==> src/rtl/dma_master_mc.sv <==
`default_nettype none
// ============================================================================
// Module      : dma_master_mc
// Description : Parametrised AXI-lite DMA master. Copies len words from a
//               source region to a destination region using decoupled read
//               and write engines joined by a show-ahead FIFO. Each side can
//               use incrementing or fixed addressing.
//               Optional macro DMA_RESP_CHECK_EN: a nonzero RRESP/BRESP sets
//               error and aborts the transfer.
// Revision    : 1.0 - initial release
// ============================================================================
module dma_master_mc #(
  parameter int DATA_W     = 32,
  parameter int ADDR_W     = 32,
  parameter int LEN_W      = 8,
  parameter int FIFO_DEPTH = 4
) (
  input  logic              clk,
  input  logic              rst_n,
  input  logic              start,
  input  logic [LEN_W-1:0]  len,
  input  logic [ADDR_W-1:0] src_addr,
  input  logic [ADDR_W-1:0] dst_addr,
  input  logic              src_inc,
  input  logic              dst_inc,
  output logic              busy,
  output logic              done,
  output logic              error,
  output logic              ARVALID,
  input  logic              ARREADY,
  output logic [ADDR_W-1:0] ARADDR,
  input  logic              RVALID,
  output logic              RREADY,
  input  logic [DATA_W-1:0] RDATA,
  input  logic [1:0]        RRESP,
  output logic              AWVALID,
  input  logic              AWREADY,
  output logic [ADDR_W-1:0] AWADDR,
  output logic              WVALID,
  input  logic              WREADY,
  output logic [DATA_W-1:0] WDATA,
  input  logic              BVALID,
  output logic              BREADY,
  input  logic [1:0]        BRESP
);

  localparam int C_BYTES = DATA_W / 8;
  localparam int C_SHIFT = $clog2(C_BYTES);
  localparam int C_PTR_W = $clog2(FIFO_DEPTH);
  localparam logic [C_PTR_W:0] C_DEPTH = (C_PTR_W+1)'(FIFO_DEPTH);

  typedef enum logic [1:0] {RD_IDLE = 2'd0, RD_AR = 2'd1, RD_R = 2'd2} rd_state_e;
  typedef enum logic [1:0] {WR_IDLE = 2'd0, WR_AWW = 2'd1, WR_B = 2'd2} wr_state_e;

  rd_state_e rd_state_q, rd_state_d;
  wr_state_e wr_state_q, wr_state_d;

  logic              busy_q, busy_d, done_q, done_d, err_q, err_d;
  logic [LEN_W-1:0]  len_q, len_d;
  logic [ADDR_W-1:0] src_q, src_d, dst_q, dst_d;
  logic              src_inc_q, src_inc_d, dst_inc_q, dst_inc_d;
  logic [LEN_W:0]    rd_cnt_q, rd_cnt_d, wr_cnt_q, wr_cnt_d;

  logic              arvalid_q, arvalid_d, rready_q, rready_d;
  logic [ADDR_W-1:0] araddr_q, araddr_d, awaddr_q, awaddr_d;
  logic              awvalid_q, awvalid_d, wvalid_q, wvalid_d, bready_q, bready_d;
  logic [DATA_W-1:0] wdata_q, wdata_d;

  logic [DATA_W-1:0]  mem [FIFO_DEPTH];
  logic [C_PTR_W-1:0] wptr_q, wptr_d, rptr_q, rptr_d;
  logic [C_PTR_W:0]   cnt_q, cnt_d;

  logic              w_start, w_push, w_pop, w_bhs, w_bad;
  logic [LEN_W:0]    w_len;
  logic [DATA_W-1:0] w_head;

  assign w_start = start & ~busy_q;
  assign w_push  = rready_q & RVALID;
  assign w_pop   = wvalid_q & WREADY;
  assign w_bhs   = bready_q & BVALID;
  assign w_len   = {1'b0, len_q};
  // When the FIFO is empty the word being pushed this cycle is the head.
  assign w_head  = (cnt_q == '0) ? RDATA : mem[rptr_q];

`ifdef DMA_RESP_CHECK_EN
  assign w_bad = (w_push && (RRESP != 2'b00)) || (w_bhs && (BRESP != 2'b00));
`else
  logic w_unused_resp;
  assign w_unused_resp = ^{RRESP, BRESP};
  assign w_bad = 1'b0;
`endif

  // Word address: base plus count scaled to bytes, or the base when fixed.
  function automatic logic [ADDR_W-1:0] f_addr(input logic [ADDR_W-1:0] base,
                                               input logic inc,
                                               input logic [LEN_W:0] cnt);
    logic [ADDR_W-1:0] off;
    off = ADDR_W'(cnt) << C_SHIFT;
    return inc ? (base + off) : base;
  endfunction

  // Next-state logic for the request latch, both engines, FIFO and completion.
  always_comb begin
    rd_state_d = rd_state_q;
    wr_state_d = wr_state_q;
    busy_d     = busy_q;
    done_d     = 1'b0;
    err_d      = err_q;
    len_d      = len_q;
    src_d      = src_q;
    dst_d      = dst_q;
    src_inc_d  = src_inc_q;
    dst_inc_d  = dst_inc_q;
    rd_cnt_d   = rd_cnt_q + (LEN_W+1)'(w_push);
    wr_cnt_d   = wr_cnt_q + (LEN_W+1)'(w_bhs);
    arvalid_d  = arvalid_q;
    araddr_d   = araddr_q;
    rready_d   = rready_q;
    awvalid_d  = awvalid_q;
    awaddr_d   = awaddr_q;
    wvalid_d   = wvalid_q;
    wdata_d    = wdata_q;
    bready_d   = bready_q;
    wptr_d     = w_push ? wptr_q + C_PTR_W'(1) : wptr_q;
    rptr_d     = w_pop  ? rptr_q + C_PTR_W'(1) : rptr_q;
    cnt_d      = cnt_q;
    if (w_push && !w_pop) cnt_d = cnt_q + (C_PTR_W+1)'(1);
    if (!w_push && w_pop) cnt_d = cnt_q - (C_PTR_W+1)'(1);

    if (w_start) begin
      len_d     = len;
      src_d     = src_addr;
      dst_d     = dst_addr;
      src_inc_d = src_inc;
      dst_inc_d = dst_inc;
      busy_d    = 1'b1;
      err_d     = 1'b0;
      rd_cnt_d  = '0;
      wr_cnt_d  = '0;
      wptr_d    = '0;
      rptr_d    = '0;
      cnt_d     = '0;
    end else if (w_bad) begin
      err_d = 1'b1;
    end

    // Read engine: one outstanding read, gated by FIFO space.
    case (rd_state_q)
      RD_IDLE: begin
        if (w_start) begin
          if (len != '0) begin
            rd_state_d = RD_AR;
            arvalid_d  = 1'b1;
            araddr_d   = src_addr;
          end
        end else if (busy_q && !err_d && (rd_cnt_d < w_len) && (cnt_d < C_DEPTH)) begin
          rd_state_d = RD_AR;
          arvalid_d  = 1'b1;
          araddr_d   = f_addr(src_q, src_inc_q, rd_cnt_d);
        end
      end
      RD_AR: begin
        if (ARREADY) begin
          arvalid_d  = 1'b0;
          rready_d   = 1'b1;
          rd_state_d = RD_R;
        end
      end
      RD_R: begin
        if (RVALID) begin
          rready_d = 1'b0;
          if (!err_d && (rd_cnt_d < w_len) && (cnt_d < C_DEPTH)) begin
            rd_state_d = RD_AR;
            arvalid_d  = 1'b1;
            araddr_d   = f_addr(src_q, src_inc_q, rd_cnt_d);
          end else begin
            rd_state_d = RD_IDLE;
          end
        end
      end
      default: rd_state_d = RD_IDLE;
    endcase

    // Write engine: AW and W raised together, each dropped at its own handshake.
    case (wr_state_q)
      WR_IDLE: begin
        if (busy_q && !err_d && (wr_cnt_d < w_len) && (cnt_d != '0)) begin
          wr_state_d = WR_AWW;
          awvalid_d  = 1'b1;
          wvalid_d   = 1'b1;
          awaddr_d   = f_addr(dst_q, dst_inc_q, wr_cnt_d);
          wdata_d    = w_head;
        end
      end
      WR_AWW: begin
        if (awvalid_q && AWREADY) awvalid_d = 1'b0;
        if (wvalid_q && WREADY)   wvalid_d  = 1'b0;
        if (!awvalid_d && !wvalid_d) begin
          wr_state_d = WR_B;
          bready_d   = 1'b1;
        end
      end
      WR_B: begin
        if (BVALID) begin
          bready_d = 1'b0;
          if (!err_d && (wr_cnt_d < w_len) && (cnt_d != '0)) begin
            wr_state_d = WR_AWW;
            awvalid_d  = 1'b1;
            wvalid_d   = 1'b1;
            awaddr_d   = f_addr(dst_q, dst_inc_q, wr_cnt_d);
            wdata_d    = w_head;
          end else begin
            wr_state_d = WR_IDLE;
          end
        end
      end
      default: wr_state_d = WR_IDLE;
    endcase

    // Completion: last write acknowledged, or an abort once both engines idle.
    if (busy_q && ((wr_cnt_d == w_len) ||
                   (err_d && (rd_state_d == RD_IDLE) && (wr_state_d == WR_IDLE)))) begin
      done_d     = 1'b1;
      busy_d     = 1'b0;
      rd_state_d = RD_IDLE;
      wr_state_d = WR_IDLE;
      arvalid_d  = 1'b0;
      rready_d   = 1'b0;
      awvalid_d  = 1'b0;
      wvalid_d   = 1'b0;
      bready_d   = 1'b0;
      wptr_d     = '0;
      rptr_d     = '0;
      cnt_d      = '0;
    end
  end

  // State, counter and output registers.
  always_ff @(posedge clk or negedge rst_n) begin
    if (!rst_n) begin
      rd_state_q <= RD_IDLE;
      wr_state_q <= WR_IDLE;
      busy_q     <= 1'b0;
      done_q     <= 1'b0;
      err_q      <= 1'b0;
      len_q      <= '0;
      src_q      <= '0;
      dst_q      <= '0;
      src_inc_q  <= 1'b0;
      dst_inc_q  <= 1'b0;
      rd_cnt_q   <= '0;
      wr_cnt_q   <= '0;
      arvalid_q  <= 1'b0;
      araddr_q   <= '0;
      rready_q   <= 1'b0;
      awvalid_q  <= 1'b0;
      awaddr_q   <= '0;
      wvalid_q   <= 1'b0;
      wdata_q    <= '0;
      bready_q   <= 1'b0;
      wptr_q     <= '0;
      rptr_q     <= '0;
      cnt_q      <= '0;
    end else begin
      rd_state_q <= rd_state_d;
      wr_state_q <= wr_state_d;
      busy_q     <= busy_d;
      done_q     <= done_d;
      err_q      <= err_d;
      len_q      <= len_d;
      src_q      <= src_d;
      dst_q      <= dst_d;
      src_inc_q  <= src_inc_d;
      dst_inc_q  <= dst_inc_d;
      rd_cnt_q   <= rd_cnt_d;
      wr_cnt_q   <= wr_cnt_d;
      arvalid_q  <= arvalid_d;
      araddr_q   <= araddr_d;
      rready_q   <= rready_d;
      awvalid_q  <= awvalid_d;
      awaddr_q   <= awaddr_d;
      wvalid_q   <= wvalid_d;
      wdata_q    <= wdata_d;
      bready_q   <= bready_d;
      wptr_q     <= wptr_d;
      rptr_q     <= rptr_d;
      cnt_q      <= cnt_d;
    end
  end

  // FIFO storage; validity is tracked by the pointers and count only.
  always_ff @(posedge clk) begin
    if (w_push) mem[wptr_q] <= RDATA;
  end

  assign busy    = busy_q;
  assign done    = done_q;
  assign error   = err_q;
  assign ARVALID = arvalid_q;
  assign ARADDR  = araddr_q;
  assign RREADY  = rready_q;
  assign AWVALID = awvalid_q;
  assign AWADDR  = awaddr_q;
  assign WVALID  = wvalid_q;
  assign WDATA   = wdata_q;
  assign BREADY  = bready_q;

endmodule
`default_nettype wire

==> config.mk <==
export PLATFORM = sky130hd
export DESIGN_NAME = dma_master_mc
export DESIGN_NICKNAME = d
export VERILOG_FILES = /design/src/rtl/dma_master_mc.sv
export SDC_FILE = /design/constraint.sdc
export NUM_CORES = 1
export LEC_CHECK = 0
export CAP_MARGIN = 10
export CORE_MARGIN = 1.5
export CORE_UTILIZATION = 50
export CTS_CLUSTER_DIAMETER = 30
export CTS_CLUSTER_SIZE = 14
export DETAILED_ROUTE_END_ITERATION = 6
export GPL_ROUTABILITY_DRIVEN = 0
export HOLD_SLACK_MARGIN = 0.02
export PLACE_DENSITY = 0.74
export SLEW_MARGIN = 0
export SYNTH_ARGS = -nofsm -noshare
export SYNTH_HDL_FRONTEND = slang
export SYNTH_SLANG_ARGS = --single-unit
export TNS_END_PERCENT = 100
==> constraint.sdc <==
create_clock -name clk -period 6.2 [get_ports clk]
set_input_delay 0.93 -clock clk [delete_from_list [all_inputs] [get_ports clk]]
set_output_delay 0.93 -clock clk [all_outputs]
set_load 0.03 [all_outputs]
Word level (Yosys, flattened, before mapping)
Memory sizes are Yosys's and may differ from the RTL's.
Cells that the tools add are included.

operators by class
  add/subtract/negate cells = 8
  order comparisons = 3
  equal/unequal tests = 21
  mux-type cells = 76
  bitwise logic cells = 5
  reductions and logical operators = 45

operators by type and width
  operator                                       number
  two-way mux 32 bit                             14
  case mux 32 bit (2 select lines)               3
  adder 32 x 11 -> 32 bit                        2
  two-way mux 2 bit                              16
  two-way mux 1 bit                              30
  inequality test 3 bit (second input constant)  9
  adder 9 x 1 -> 9 bit                           2
  < comparator 9 x 8 -> 1 bit                    2
  two-way mux 9 bit                              2
  logical AND 1 bit                              17
  nonzero test 3 bit                             5
  two-way mux 3 bit                              4
  case mux 2 bit (3 select lines)                2
  inequality test 2 bit (second input constant)  5
  == test 9 x 8 -> 1 bit                         1
  case mux 1 bit (3 select lines)                3
  zero test 2 bit                                4
  inequality test 4 bit (second input constant)  2
  AND reduction 4 bit                            2
  nonzero test 4 bit                             2
  nonzero test 8 bit                             1
  AND reduction 3 bit                            2
  AND reduction 6 bit                            1
  nonzero test 2 bit                             3
  13 further kinds                               24

storage, ports and cells
  register bits = 207
  memory bits (writable) = 128
  output and inout bits = 104
  logic and storage cells = 182
  memories = 1

memory list
  name  words  width  rd ports  clocked after Yosys merged registers in  wr ports  line  source
  mem   4      32     1         0                                        1         69    logic [DATA_W-1:0] mem [FIFO_DEPTH];

Longest topological paths before layout
  depth after elaboration = 18
  depth in mapped cells = 18
  depth with buffers taken out = 16

Worst setup path after synthesis
No wires, ideal clock.

  path type = in2reg
  start point = input port RVALID
  end point = register araddr_q[22] (netlist: ARADDR[22])
  data arrival time = 4,130 ps
  setup slack = 1,945 ps
  stages = 17
  path buffers = 1
  cell sequence = nand2_1 inv_1 ha_1 ha_1 nand2_1 nor3_1 xor2_1 and2_1 ha_1 o2111a_1 and4_1 clkbuf_1 nand4_1 a2111oi_0 xnor2_1 o21ai_0 mux2_4

RTL lines
  item                                                                     line          source
  start: declaration                                                       32            input logic RVALID,
  AND 1 bit (*)                                                            78            assign w_push = rready_q & RVALID;
  adder 9 x 1 -> 9 bit (*)                                                 114           rd_cnt_d = rd_cnt_q + (LEN_W+1)'(w_push);
  two-way mux 9 bit (*)                                                    130           if (w_start) begin
  named net rd_cnt_d[8]                                                    62            logic [LEN_W:0] rd_cnt_q, rd_cnt_d, wr_cnt_q, wr_cnt_d;
  adder 32 x 11 -> 32 bit or < comparator 9 x 8 -> 1 bit (tied branches)   99, 156, 172
  two-way mux 32 bit (tied with other cells)                               99            return inc ? (base + off) : base;
  two-way mux 32 bit (tied with other cells)                               172           if (!err_d && (rd_cnt_d < w_len) && (cnt_d < C_DEPTH)) begin
  two-way mux 32 bit (tied with other cells)                               170           if (RVALID) begin
  case mux 32 bit (2 select lines) or AND reduction 5 bit (tied branches)  --
  end signal: assignment                                                   278           araddr_q <= araddr_d;
  end: declaration                                                         65            logic [ADDR_W-1:0] araddr_q, araddr_d, awaddr_q, awaddr_d;

Mark *: on every way through the listed nets, which the timed path passes. The rest lies on a longest branch. The select of a mux whose other input is x is not followed.
A chain may end at the register's enable or synchronous reset.

Final worst setup path
Ends and elaborated chain as after synthesis.

==> flow_summary.json <==
{
  "status": "finished clean",
  "grt_pass1_vias": 12700,
  "grt_setup_unrepaired": "false",
  "fp-row-count": 65,
  "pre_cts_slack_ps": 590,
  "synth_top_cell_by_area": "dfrtp_1",
  "layout.nets": 1811,
  "grt_usage_pct": 26.3,
  "ys_top_cells_by_count": "nand2_1, dfrtp_1, o21ai_0, edfxtp_1, clkbuf_1",
  "async_reset_ff_share_pct": 61.8,
  "postCtsHoldBufs": 0,
  "ant_nets": 0,
  "route.detailed.wl_per_inst_um": 20.3,
  "root_buffer": "clkbuf_16",
  "cts-htree-levels": 3,
  "p_leak_uw": 0.00881,
  "clk_pin_slew_ps": 40,
  "finalHoldViolCount": 0,
  "slew_violations": 0,
  "cts_resized": 0,
  "max_clock_freq_mhz": 194,
  "syn-instance-count": 1406,
  "drc": 0,
  "yosys.cell_count.top_type": "nand2_1",
  "numPortBuffers": 217,
  "critical_path_class": "in -> reg",
  "firstDrtPassIters": 5,
  "worstMarginPinSlew_ps": 1110,
  "wl_um": 42900,
  "clock-sinks": 335,
  "timing.final.ws_setup_ps": 1060,
  "design.die.area_um2": 33300,
  "viasPerCell": 5.79,
  "r2r-start": "RREADY",
  "skew_ps": 25.0,
  "drt-initial-drc-count": 819,
  "synth-seq-area-share_pct": 56.0,
  "core-area_um2": 31600,
  "vias": 12200,
  "synthDominantCellAreaShare_pct": 32.1,
  "crit_start": "RVALID",
  "grt_max_degree": 103,
  "finalSetupTns_ps": 0,
  "critical_path.startpoint_type": "primary input",
  "netlist_area_um2": 16100,
  "antenna_found_initial": 4,
  "grt_first_pass_wirelength_um": 68400,
  "synth_nets": 1570,
  "cts_tree": "yes",
  "critPathRequiredTime_ps": 6640,
  "synth_edf_count": 128,
  "die_h_um": 183,
  "post-route-min-period_ps": 5140,
  "drv_cap": 0,
  "avgSynthCellArea_um2": 11.5,
  "dp_hpwl_um": 26400,
  "synth.area.top_cells": "dfrtp_1, edfxtp_1, nand2_1",
  "powerDensity_nw_per_um2": 615,
  "io_pins": 222,
  "arrival_ps": 5590,
  "hp-class": "in -> async",
  "maxSlewHeadroom_pct": 25.5,
  "p_total_uw": 13100,
  "ys_seq_elements": 335,
  "synthFlopType": "dfrtp_1",
  "start_util_pct": 50.9,
  "ir_drop_uv": 598,
  "post_cts_buffers": 0,
  "crit_path_end_kind": "flip-flop",
  "setup_violations": 0,
  "area_growth_pct": 31.8,
  "clock_path_buffers": 3,
  "ys_types": 74,
  "fp.dieW_um": 183,
  "clk_latency_ps": 580,
  "period_share_pct": 83.0,
  "drive_gt1_share_pct": 14.7,
  "fin_util_pct": 67.2,
  "path_max_fanout": 11,
  "cts_buffers": 72,
  "grt_overflow": 0,
  "ys_warn_count": 0
}
area by class of cell:
class | instances | area [um^2]
fill | 2224 | 10400
sequential | 335 | 9020
multi-input combinational | 953 | 6610
timing repair buffer | 243 | 2380
clock buffer | 87 | 1990
clock inverter | 46 | 571
tap | 402 | 503
inverter | 42 | 158
antenna | 3 | 7.51
routing by layer:
metal / up-vias / routed length (um) / global-route usage (%) / share of wire [%]
met4: 4 / 1240 / 10.8 / 2.9
met2: 498 / 20600 / 42.8 / 48
met5: - / 27 / 0 / 0.063
met1: 5980 / 17300 / 32.7 / 40
met3: 108 / 3760 / 8.22 / 8.8
li1: 5624 / - / - / -
where the power goes:
group | switching [uW] | internal [uW] | total (uW)
clock | 1300 | 2680 | 3980
combinational | 2990 | 2340 | 5330
sequential | 584 | 3170 | 3750
total | 4880 | 8190 | 13100
sequential cells by signal, indices dropped and copies added, names as in the netlist, 3 cells and up:
name / cells
rd_cnt_q: 9
WDATA: 32
AWADDR: 32
wr_cnt_q: 9
cnt_q: 3
len_q: 8
ARADDR: 32
mem: 128
src_q: 32
dst_q: 32
worst paths after layout:
kind	endpoint	slack [ps]	cells past startpoint
max in group asynchronous	dst_q[20]	4450	2
setup / recovery	ARADDR[22]	1060	17
hold reg to reg	src_q[0]	480	2
hold / removal	ARADDR[2]	420	1
setup reg to reg	ARADDR[22]	1670	16
min in group clk	src_q[0]	480	2
worst max-delay path, cell delays in order:
cell,delay [ps]
clkdlybuf4s50_1,720
nand2_1,310
inv_1,120
ha_1,200
ha_1,260
nand2_1,90
nor3_1,180
xor2_1,430
and2_1,240
ha_1,220
o2111a_1,330
and4_1,370
nand4_1,180
a2111oi_0,460
xnor2_1,170
o21ai_0,80
mux2_4,290
cells in the final DEF (no fill, tap or decap), drive strengths merged, types with 24 or more instances in the layout:
cell type / Yosys / final
mux4: 32 / 32
clkinv: 0 / 24
edfxtp: 128 / 128
inv: 42 / 49
clkbuf: 63 / 87
a21oi: 44 / 44
nor3: 27 / 27
mux2: 36 / 36
xnor2: 40 / 40
nor2: 38 / 38
mux2i: 49 / 49
nand2: 256 / 256
nand3: 27 / 27
buf: 13 / 27
ha: 44 / 44
o21ai: 155 / 155
dfrtp: 207 / 207
clkdlybuf4s50: 0 / 216
stage by stage:
step,hold WS (ps),instances,cell area [um^2]
detailed placement,464,1974,18700
global placement,451,1974,18700
floorplan,440,1406,16100
global route,464,2109,21200
finish,417,2111,21200
CTS,445,2107,21200
cells by family after synthesis:
family | after synthesis | share of synthesized area, %
xor gates and xnor gates | 48 | 2.61
DFF | 335 | 56.0
adders and majority gates | 48 | 3.79
AOI/OAI and AO/OA | 295 | 11.1
muxes | 117 | 10.7
buffers and inverters | 118 | 3.17
and+or+nand+nor | 445 | 12.6
Power figures use the tool's default switching activity.
